==> src/rtl/ahb_split_slave.sv <==
// AHB slave with a zero-wait RAM region, a split region aliasing the same RAM,
// and an error region. Split masters are released through a one-hot HSPLIT pulse.
module ahb_split_slave #(
  parameter int SPLIT_DELAY = 4,
  parameter int MEM_WORDS   = 16
) (
  input  logic        HCLK,
  input  logic        HRESETn,
  input  logic        HSEL,
  input  logic [31:0] ahbm_HADDR,
  input  logic [1:0]  ahbm_HTRANS,
  input  logic        ahbm_ahbs_HWRITE,
  input  logic [2:0]  ahbm_ahbs_HSIZE,
  input  logic [2:0]  ahbm_HBURST,
  input  logic [31:0] ahbm_ahbs_HWDATA,
  input  logic [3:0]  arb_ahbs_HMASTER,
  input  logic        arb_ahbs_HMASTLOCK,
  output logic        ahbs_HREADY,
  output logic [1:0]  ahbs_HRESP,
  output logic [31:0] ahbs_ahbm_HRDATA,
  output logic [15:0] ahbs_arb_HSPLIT,
  output logic [1:0]  dbg_state
);

  localparam int IDX_W    = (MEM_WORDS > 1) ? $clog2(MEM_WORDS) : 1;
  localparam int CNT_W    = (SPLIT_DELAY > 1) ? $clog2(SPLIT_DELAY + 1) : 1;
  localparam int REL_LOAD = (SPLIT_DELAY > 0) ? SPLIT_DELAY - 1 : 0;

  localparam logic [1:0] R_OKAY  = 2'b00;
  localparam logic [1:0] R_ERROR = 2'b01;
  localparam logic [1:0] R_RETRY = 2'b10;
  localparam logic [1:0] R_SPLIT = 2'b11;

  typedef enum logic [1:0] {
    S_IDLE  = 2'd0,
    S_RESP1 = 2'd1,
    S_RESP2 = 2'd2,
    S_WAIT  = 2'd3
  } state_t;

  typedef enum logic [2:0] {
    K_NONE, K_OK, K_LOCK, K_ERR, K_RETRY, K_SPLIT
  } kind_t;

  state_t state_q, state_d;
  kind_t  kind;

  logic [1:0]       resp_q, resp_d;
  logic [CNT_W-1:0] wait_cnt_q, wait_cnt_d;
  logic             dp_valid_q, dp_valid_d;
  logic             dp_write_q, dp_write_d;
  logic [IDX_W-1:0] dp_idx_q, dp_idx_d;
  logic [1:0]       dp_lo_q, dp_lo_d;
  logic [1:0]       dp_size_q, dp_size_d;
  logic [31:0]      hold_q, hold_d;
  logic             split_pend_q, split_pend_d;
  logic             split_rel_q, split_rel_d;
  logic             split_run_q, split_run_d;
  logic [CNT_W-1:0] split_cnt_q, split_cnt_d;
  logic [3:0]       split_mst_q, split_mst_d;
  logic [31:0]      mem_q [MEM_WORDS];
  logic [31:0]      mem_d [MEM_WORDS];

  logic             acc_start, bad_size, is_err_rgn, is_split_rgn, split_owner;
  logic [IDX_W-1:0] acc_idx;
  logic             dp_done, rd_phase, wr_en;
  logic [3:0]       lane_en;
  logic             cg_en_lat, ram_clk;
  logic             unused_ok;

  assign unused_ok = ^{ahbm_HBURST, ahbm_HADDR[31:8], ahbm_HTRANS[0]};

  // Handshake: an address phase is taken only when HREADY is high in the same
  // cycle; the data phase then completes in the first later cycle with HREADY high.
  assign acc_start    = ahbs_HREADY & HSEL & ahbm_HTRANS[1];
  assign is_err_rgn   = ahbm_HADDR[7];
  assign is_split_rgn = (ahbm_HADDR[7:6] == 2'b01);
  assign split_owner  = split_pend_q & split_rel_q & (arb_ahbs_HMASTER == split_mst_q);
  assign acc_idx      = IDX_W'({28'd0, ahbm_HADDR[5:2]} % MEM_WORDS);

  always_comb begin
    bad_size = 1'b0;
    case (ahbm_ahbs_HSIZE)
      3'd0:    bad_size = 1'b0;
      3'd1:    bad_size = ahbm_HADDR[0];
      3'd2:    bad_size = |ahbm_HADDR[1:0];
      default: bad_size = 1'b1;
    endcase
  end

  always_comb begin
    kind = K_NONE;
    if (acc_start) begin
      if (is_err_rgn || bad_size)  kind = K_ERR;
      else if (!is_split_rgn)      kind = K_OK;
      else if (arb_ahbs_HMASTLOCK) kind = K_LOCK;
      else if (!split_pend_q)      kind = K_SPLIT;
      else if (split_owner)        kind = K_OK;
      else                         kind = K_RETRY;
    end
  end

  // State register
  always_ff @(posedge HCLK or negedge HRESETn) begin
    if (!HRESETn) state_q <= S_IDLE;
    else          state_q <= state_d;
  end

  // Next state: IDLE and RESP2 both present HREADY high, so both accept.
  always_comb begin
    state_d = state_q;
    case (state_q)
      S_RESP1: state_d = S_RESP2;
      S_WAIT:  if (wait_cnt_q <= CNT_W'(1)) state_d = S_IDLE;
      default: begin
        case (kind)
          K_ERR, K_RETRY, K_SPLIT: state_d = S_RESP1;
          K_LOCK:                  state_d = (SPLIT_DELAY > 0) ? S_WAIT : S_IDLE;
          default:                 state_d = S_IDLE;
        endcase
      end
    endcase
  end

  // Outputs from state
  always_comb begin
    ahbs_HREADY = 1'b1;
    ahbs_HRESP  = R_OKAY;
    case (state_q)
      S_RESP1: begin
        ahbs_HREADY = 1'b0;
        ahbs_HRESP  = resp_q;
      end
      S_RESP2: ahbs_HRESP  = resp_q;
      S_WAIT:  ahbs_HREADY = 1'b0;
      default: ;
    endcase
  end

  assign dbg_state = state_q;

  assign dp_done  = dp_valid_q & (state_q == S_IDLE);
  assign rd_phase = dp_done & ~dp_write_q;
  assign wr_en    = dp_done & dp_write_q;

  always_comb begin
    resp_d     = resp_q;
    wait_cnt_d = wait_cnt_q;
    dp_valid_d = dp_valid_q;
    dp_write_d = dp_write_q;
    dp_idx_d   = dp_idx_q;
    dp_lo_d    = dp_lo_q;
    dp_size_d  = dp_size_q;
    if (state_q == S_WAIT) wait_cnt_d = wait_cnt_q - CNT_W'(1);
    if (dp_done) dp_valid_d = 1'b0;
    case (kind)
      K_ERR:   resp_d = R_ERROR;
      K_RETRY: resp_d = R_RETRY;
      K_SPLIT: resp_d = R_SPLIT;
      K_OK, K_LOCK: begin
        resp_d     = R_OKAY;
        dp_valid_d = 1'b1;
        dp_write_d = ahbm_ahbs_HWRITE;
        dp_idx_d   = acc_idx;
        dp_lo_d    = ahbm_HADDR[1:0];
        dp_size_d  = ahbm_ahbs_HSIZE[1:0];
        if (kind == K_LOCK) wait_cnt_d = CNT_W'(SPLIT_DELAY);
      end
      default: ;
    endcase
  end

  // The release countdown starts once the SPLIT response has finished.
  always_comb begin
    split_pend_d = split_pend_q;
    split_rel_d  = split_rel_q;
    split_run_d  = split_run_q;
    split_cnt_d  = split_cnt_q;
    split_mst_d  = split_mst_q;
    if (split_run_q) begin
      if (split_cnt_q == '0) begin
        split_run_d = 1'b0;
        split_rel_d = 1'b1;
      end else begin
        split_cnt_d = split_cnt_q - CNT_W'(1);
      end
    end
    if (state_q == S_RESP2 && resp_q == R_SPLIT) begin
      split_run_d = 1'b1;
      split_cnt_d = CNT_W'(REL_LOAD);
    end
    if (kind == K_SPLIT) begin
      split_pend_d = 1'b1;
      split_rel_d  = 1'b0;
      split_mst_d  = arb_ahbs_HMASTER;
    end
    if (kind == K_OK && is_split_rgn) begin
      split_pend_d = 1'b0;
      split_rel_d  = 1'b0;
    end
  end

  assign ahbs_arb_HSPLIT = (split_run_q && split_cnt_q == '0) ? (16'd1 << split_mst_q) : 16'd0;

  assign hold_d           = rd_phase ? mem_q[dp_idx_q] : hold_q;
  assign ahbs_ahbm_HRDATA = hold_d;

  always_ff @(posedge HCLK or negedge HRESETn) begin
    if (!HRESETn) begin
      resp_q       <= R_OKAY;
      wait_cnt_q   <= '0;
      dp_valid_q   <= 1'b0;
      dp_write_q   <= 1'b0;
      dp_idx_q     <= '0;
      dp_lo_q      <= '0;
      dp_size_q    <= '0;
      hold_q       <= '0;
      split_pend_q <= 1'b0;
      split_rel_q  <= 1'b0;
      split_run_q  <= 1'b0;
      split_cnt_q  <= '0;
      split_mst_q  <= '0;
    end else begin
      resp_q       <= resp_d;
      wait_cnt_q   <= wait_cnt_d;
      dp_valid_q   <= dp_valid_d;
      dp_write_q   <= dp_write_d;
      dp_idx_q     <= dp_idx_d;
      dp_lo_q      <= dp_lo_d;
      dp_size_q    <= dp_size_d;
      hold_q       <= hold_d;
      split_pend_q <= split_pend_d;
      split_rel_q  <= split_rel_d;
      split_run_q  <= split_run_d;
      split_cnt_q  <= split_cnt_d;
      split_mst_q  <= split_mst_d;
    end
  end

  always_comb begin
    lane_en = 4'b0000;
    case (dp_size_q)
      2'd0:    lane_en = 4'b0001 << dp_lo_q;
      2'd1:    lane_en = dp_lo_q[1] ? 4'b1100 : 4'b0011;
      default: lane_en = 4'b1111;
    endcase
  end

  always_comb begin
    mem_d = mem_q;
    for (int b = 0; b < 4; b++) begin
      if (lane_en[b]) mem_d[dp_idx_q][8*b +: 8] = ahbm_ahbs_HWDATA[8*b +: 8];
    end
  end

  // Latch holds the enable through the high phase so the gated clock cannot glitch.
  always_latch begin
    if (!HCLK) cg_en_lat <= wr_en;
  end

  assign ram_clk = HCLK & cg_en_lat;

  always_ff @(posedge ram_clk or negedge HRESETn) begin
    if (!HRESETn) begin
      for (int i = 0; i < MEM_WORDS; i++) mem_q[i] <= '0;
    end else begin
      mem_q <= mem_d;
    end
  end

endmodule

==> config.mk <==
export PLATFORM = sky130hd
export DESIGN_NAME = ahb_split_slave
export DESIGN_NICKNAME = d
export VERILOG_FILES = /design/src/rtl/ahb_split_slave.sv
export SDC_FILE = /design/constraint.sdc
export NUM_CORES = 1
export LEC_CHECK = 0
export ABC_AREA = 1
export ABC_CLOCK_PERIOD_IN_PS = 1600
export CAP_MARGIN = 20
export CELL_PAD_IN_SITES_DETAIL_PLACEMENT = 1
export CELL_PAD_IN_SITES_GLOBAL_PLACEMENT = 2
export CORE_ASPECT_RATIO = 0.6
export CORE_MARGIN = 2
export CORE_UTILIZATION = 34
export CTS_CLUSTER_DIAMETER = 150
export DETAILED_ROUTE_END_ITERATION = 8
export GPL_TIMING_DRIVEN = 0
export PLACE_DENSITY_LB_ADDON = 0.1
export SETUP_SLACK_MARGIN = 0.4
export SYNTH_ARGS = -nofsm -noshare
export SYNTH_HDL_FRONTEND = slang
export SYNTH_SLANG_ARGS = --single-unit
==> constraint.sdc <==
create_clock -name HCLK -period 1.6 [get_ports HCLK]
set_input_delay 0.16 -clock HCLK [delete_from_list [all_inputs] [get_ports HCLK]]
set_output_delay 0.16 -clock HCLK [all_outputs]
set_load 0.05 [all_outputs]
After elaboration in Yosys (flattened, before gate mapping)
Index checks and enable logic that the tools add are counted.
{"block": "word_totals", "in_bits": 81, "regBits": 571, "word_cells": 140, "latch_bits": 1}
{"block": "op_classes", "n_bitwise": 10, "n_shift": 2, "reduce_logical": 22, "add_sub_neg": 2, "order_cmp": 3, "n_mux": 54, "n_eq_ne": 16}
{"operator": "512-bit bitwise mux", "count": 4}
{"operator": "512-bit 2-to-1 mux", "count": 4}
{"operator": "32-bit demux with 4-bit select", "count": 4}
{"operator": "32-bit binary-select mux with 4-bit select", "count": 1}
{"operator": "32-bit 2-to-1 mux", "count": 4}
{"operator": "3-bit 2-to-1 mux", "count": 12}
{"operator": "16-bit 2-to-1 mux", "count": 2}
{"operator": "24-bit 2-to-1 mux", "count": 1}
{"operator": "1-bit by 4-bit << shifter with 16-bit output, first input constant", "count": 1}
{"operator": "1-bit 2-to-1 mux", "count": 13}
{"operator": "3-bit by 2-bit == test with 1-bit output, second input constant", "count": 3}
{"operator": "1-bit bitwise AND", "count": 8}
{"operator": "8-bit 2-to-1 mux", "count": 1}
{"operator": "2-bit case mux with 2 select lines", "count": 2}
{"operator": "2-bit case mux with 4 select lines", "count": 1}
{"operator": "4-bit case mux with 2 select lines", "count": 1}
{"operator": "2-bit OR reduction", "count": 4}
{"operator": "2-bit by 1-bit == test with 1-bit output, second input constant", "count": 3}
{"operator": "2-bit == test, second input constant", "count": 3}
{"operator": "3-bit by 1-bit == test with 1-bit output, second input constant", "count": 2}
{"operator": "3-bit == test, second input constant", "count": 2}
{"operator": "3-bit logical NOT", "count": 2}
{"operator": "2-bit nonzero test", "count": 3}
{"operator": "3-bit nonzero test", "count": 2}
{"operator": "19 further kinds", "count": 26}

Logic depth before layout (Yosys ltp)
{"block": "depth", "ltp_word": 13, "depth_mapped": 12, "depth_no_buf": 12}

==> flow_summary.yaml <==
run_status:
  status: "finished with violations"
  violations: "negative hold slack, negative setup slack"
place:
  pre_cts_ws_ns: -2.006
  portBuffers: 105
  place.gp.congestion: 0.8276
  dp_hpwl_um: 71180
synth:
  ys_types: 24
  syn_nets: 2819
  synth_seq_cells: 572
  yosysWarnings: 0
  synth_area_sq_mm: 0.02435
  syn_inst: 2730
  syn_avg_cell_area_sq_um: 8.919
finish:
  fin_nets: 3676
  area_growth_pct: 48.48
  drive_gt1_frac: 0.2152
worst_setup_path:
  critical_path.max_stage_delay_ns: 0.51
  r2r-start: "dp_idx_q[0]"
  critPathKind: "reg -> out"
  timing.reg2reg.setup_slack_ns: -0.78
  critical_path.max_fanout: 10
  arrival_ns: 2.91
  path_cells: "inv_4 > nand2_4 > inv_6 > clkbuf_16 > buf_12 > a22oi_1 > nand2_1 > nand2_1 > nand2_2 > nor3_4 > nor2_4 > buf_6"
  crit_slowest_cell: "dfrtp_2"
  cpMostUsedCell: "nand2_1"
  start_kind: "flip-flop"
  endpoint_kind: "primary output"
  cp.required_ns: 1.44
  reg2reg_to: "mem_q[341]"
  worstRegToRegCells: 9
  path_buf_inv: 5
  path_delay_family: "buffers and inverters"
  critPathLaunch: "dp_idx_q[0]"
floorplanning:
  num_io_pins: 134
  dieWidth_um: 349.5
  initial_utilization: 0.3460
  die-area_sq_mm: 0.07384
  fp.coreArea_sq_mm: 0.07038
  rows: 75
  fp.dieH_um: 211.3
route:
  route.met2.wl_um: 50390
  wl_um: 117900
  routed_via_density: 5.610
  wl_met3_um: 9722
  routedWlPerCell_um: 25.85
  drt_iter0_drc: 2369
  highest_layer: "met4"
  dr.pass1.iters: 6
  drc: 0
  final_antenna_net_count: 0
  vias: 25574
  routedLengthMet1_um: 54440
sta:
  max_clock_freq_ghz: 0.3253
  setup_viol: 735
  slew_violations: 0
  finalCritPeriodShare: 1.921
  clock_skew_ns: 0.2027
  hold_slack_ns: -0.1024
  period_needed_ns: 3.074
  rsz0062_at_grt: "yes"
  hold_viol: 157
  layout_setup_ws_ns: -1.474
  maxSlewHeadroom: 0.5389
  worstMarginPinSlew_ns: 0.6916
global_routing:
  grt_usage: 0.3023
  grt_pass1_wl_um: 164300
  grt_pass1_vias: 26858
  overflow: 0
  grt_max_degree: 120
  antenna_found_initial: 0
pwr:
  irDropWorstVdd_mv: 0.8731
  leakage_uw: 0.02063
  power_density_mw_per_mm2: 802.7
  p_total_uw: 29020
flow_run:
  maxCapViolations: 0
clocking:
  clk_latency_ns: 1.10
  clk_pin_slew_ns: 0.05
  cts_tree: "done"
hold_path:
  hold_path_class: "in -> async"
[worst max path at each step]
stage,endpoint,slack [ns],cells after the start
detailed placement,ahbs_ahbm_HRDATA[24],-2.01,9
global route,ahbs_ahbm_HRDATA[2],-1.56,10
CTS,ahbs_ahbm_HRDATA[21],-1.44,10
floorplan,dp_idx_q[3],-0.44,10
global placement,dbg_state[0],-27.68,1
finish,ahbs_ahbm_HRDATA[2],-1.47,12
[layout by cell type (no fill, tap or decap), types with 52 or more instances in the layout]
master / Yosys / routed
a22oi_1: 256 / 154
a22oi_2: 0 / 102
buf_4: 2 / 56
buf_6: 0 / 89
clkbuf_16: 0 / 97
dfrtp_1: 571 / 564
dlygate4sd3_1: 0 / 56
inv_1: 74 / 589
nand2_1: 894 / 791
nand2_2: 0 / 73
nor2_1: 114 / 52
nor2_4: 1 / 55
o21ai_0: 523 / 465
[sequential cells by signal (all words and copies together), names as in the netlist]
signal        count
split_mst_q       4
wait_cnt_q        3
cg_en_lat         1
mem_q           512
resp_q            2
split_pend_q      1
split_cnt_q       3
split_rel_q       1
dp_valid_q        1
dp_size_q         2
dp_write_q        1
hold_q           32
split_run_q       1
dbg_state         2
dp_idx_q          4
dp_lo_q           2
[power breakdown]
part	switching [uW]	internal (uW)
logic	11800	6580
registers	816	4350
clock network	2510	3010
[cell usage after synthesis]
cell type / number / share of area
clkbuf_1: 86 / 0.013
nand3_1: 29 / 0.0060
or2_2: 1 / 0.00026
nor2_4: 1 / 0.00046
a22oi_1: 256 / 0.079
o21ai_0: 523 / 0.11
a22o_1: 1 / 0.00036
inv_1: 74 / 0.011
inv_2: 1 / 0.00015
dfrtp_1: 571 / 0.59
dlxtn_1: 1 / 0.00062
o21ai_1: 8 / 0.0016
buf_1: 12 / 0.0018
buf_2: 76 / 0.016
buf_4: 2 / 0.00062
o211ai_1: 2 / 0.00062
nand2_1: 894 / 0.14
ha_1: 8 / 0.0041
clkinv_1: 1 / 0.00015
nor2_1: 114 / 0.018
nand4_1: 1 / 0.00026
nor3_1: 32 / 0.0066
nor2_2: 1 / 0.00026
a21oi_1: 35 / 0.0072
[worst min-delay path: cells and delay by family]
kind	cells	cell delay, ns
buffers and inverters	3	1.17
[cells by family after synthesis]
logic type | Yosys count | share of synthesized area
AND/OR/NAND/NOR | 1073 | 0.1692
flip-flops | 571 | 0.5868
adder cells (fa/ha/maj) | 8 | 0.004111
latches | 1 | 0.0006164
buffers and inverters | 252 | 0.04306
AO/OA/AOI/OAI | 825 | 0.1962
[through the flow]
stage          area (sq um)  hold slack, ns    util  std cells  setup TNS, ns
4_1_cts               33150        -0.07426  0.4710       4453        -542.19
5_1_grt               36150        -0.04908  0.5136       4557        -389.99
3_3_place_gp          27150          0.2322  0.3857       3759              -
3_5_place_dp          27320        -0.04721  0.3882       3766        -735.98
6_report              36150         -0.1024  0.5137       4559        -319.73
2_1_floorplan         24940         -0.1356       -       2730         -25.51
[repair_timing]
action,in CTS,in global routing
buffers inserted,17,67
hold buffers,43,13
pin swaps,35,80
endpoints found under the hold margin,439,27
gates cloned,0,24
gates resized for setup,612,567
endpoints found under the setup margin,744,877
[cell type report]
| class | count | area (sq um) |
|---|---|---|
| clock inverters | 557 | 2379 |
| well taps | 924 | 1156 |
| inverters | 75 | 322.8 |
| repair buffers | 276 | 3228 |
| fillers | 8006 | 34230 |
| flip-flops and latches | 572 | 14310 |
| diodes | 2 | 5.005 |
| multi-input cells | 1906 | 11090 |
| clock buffers | 71 | 1744 |
| plain buffers | 176 | 1922 |
[routing by layer]
metal,vias to the layer above,GRT usage
li1,10975,-
met1,13206,0.4294
met2,1169,0.4206
met3,224,0.09736
met4,0,0.1290
met5,-,0
No activity file was read; power rests on OpenSTA's default activity.
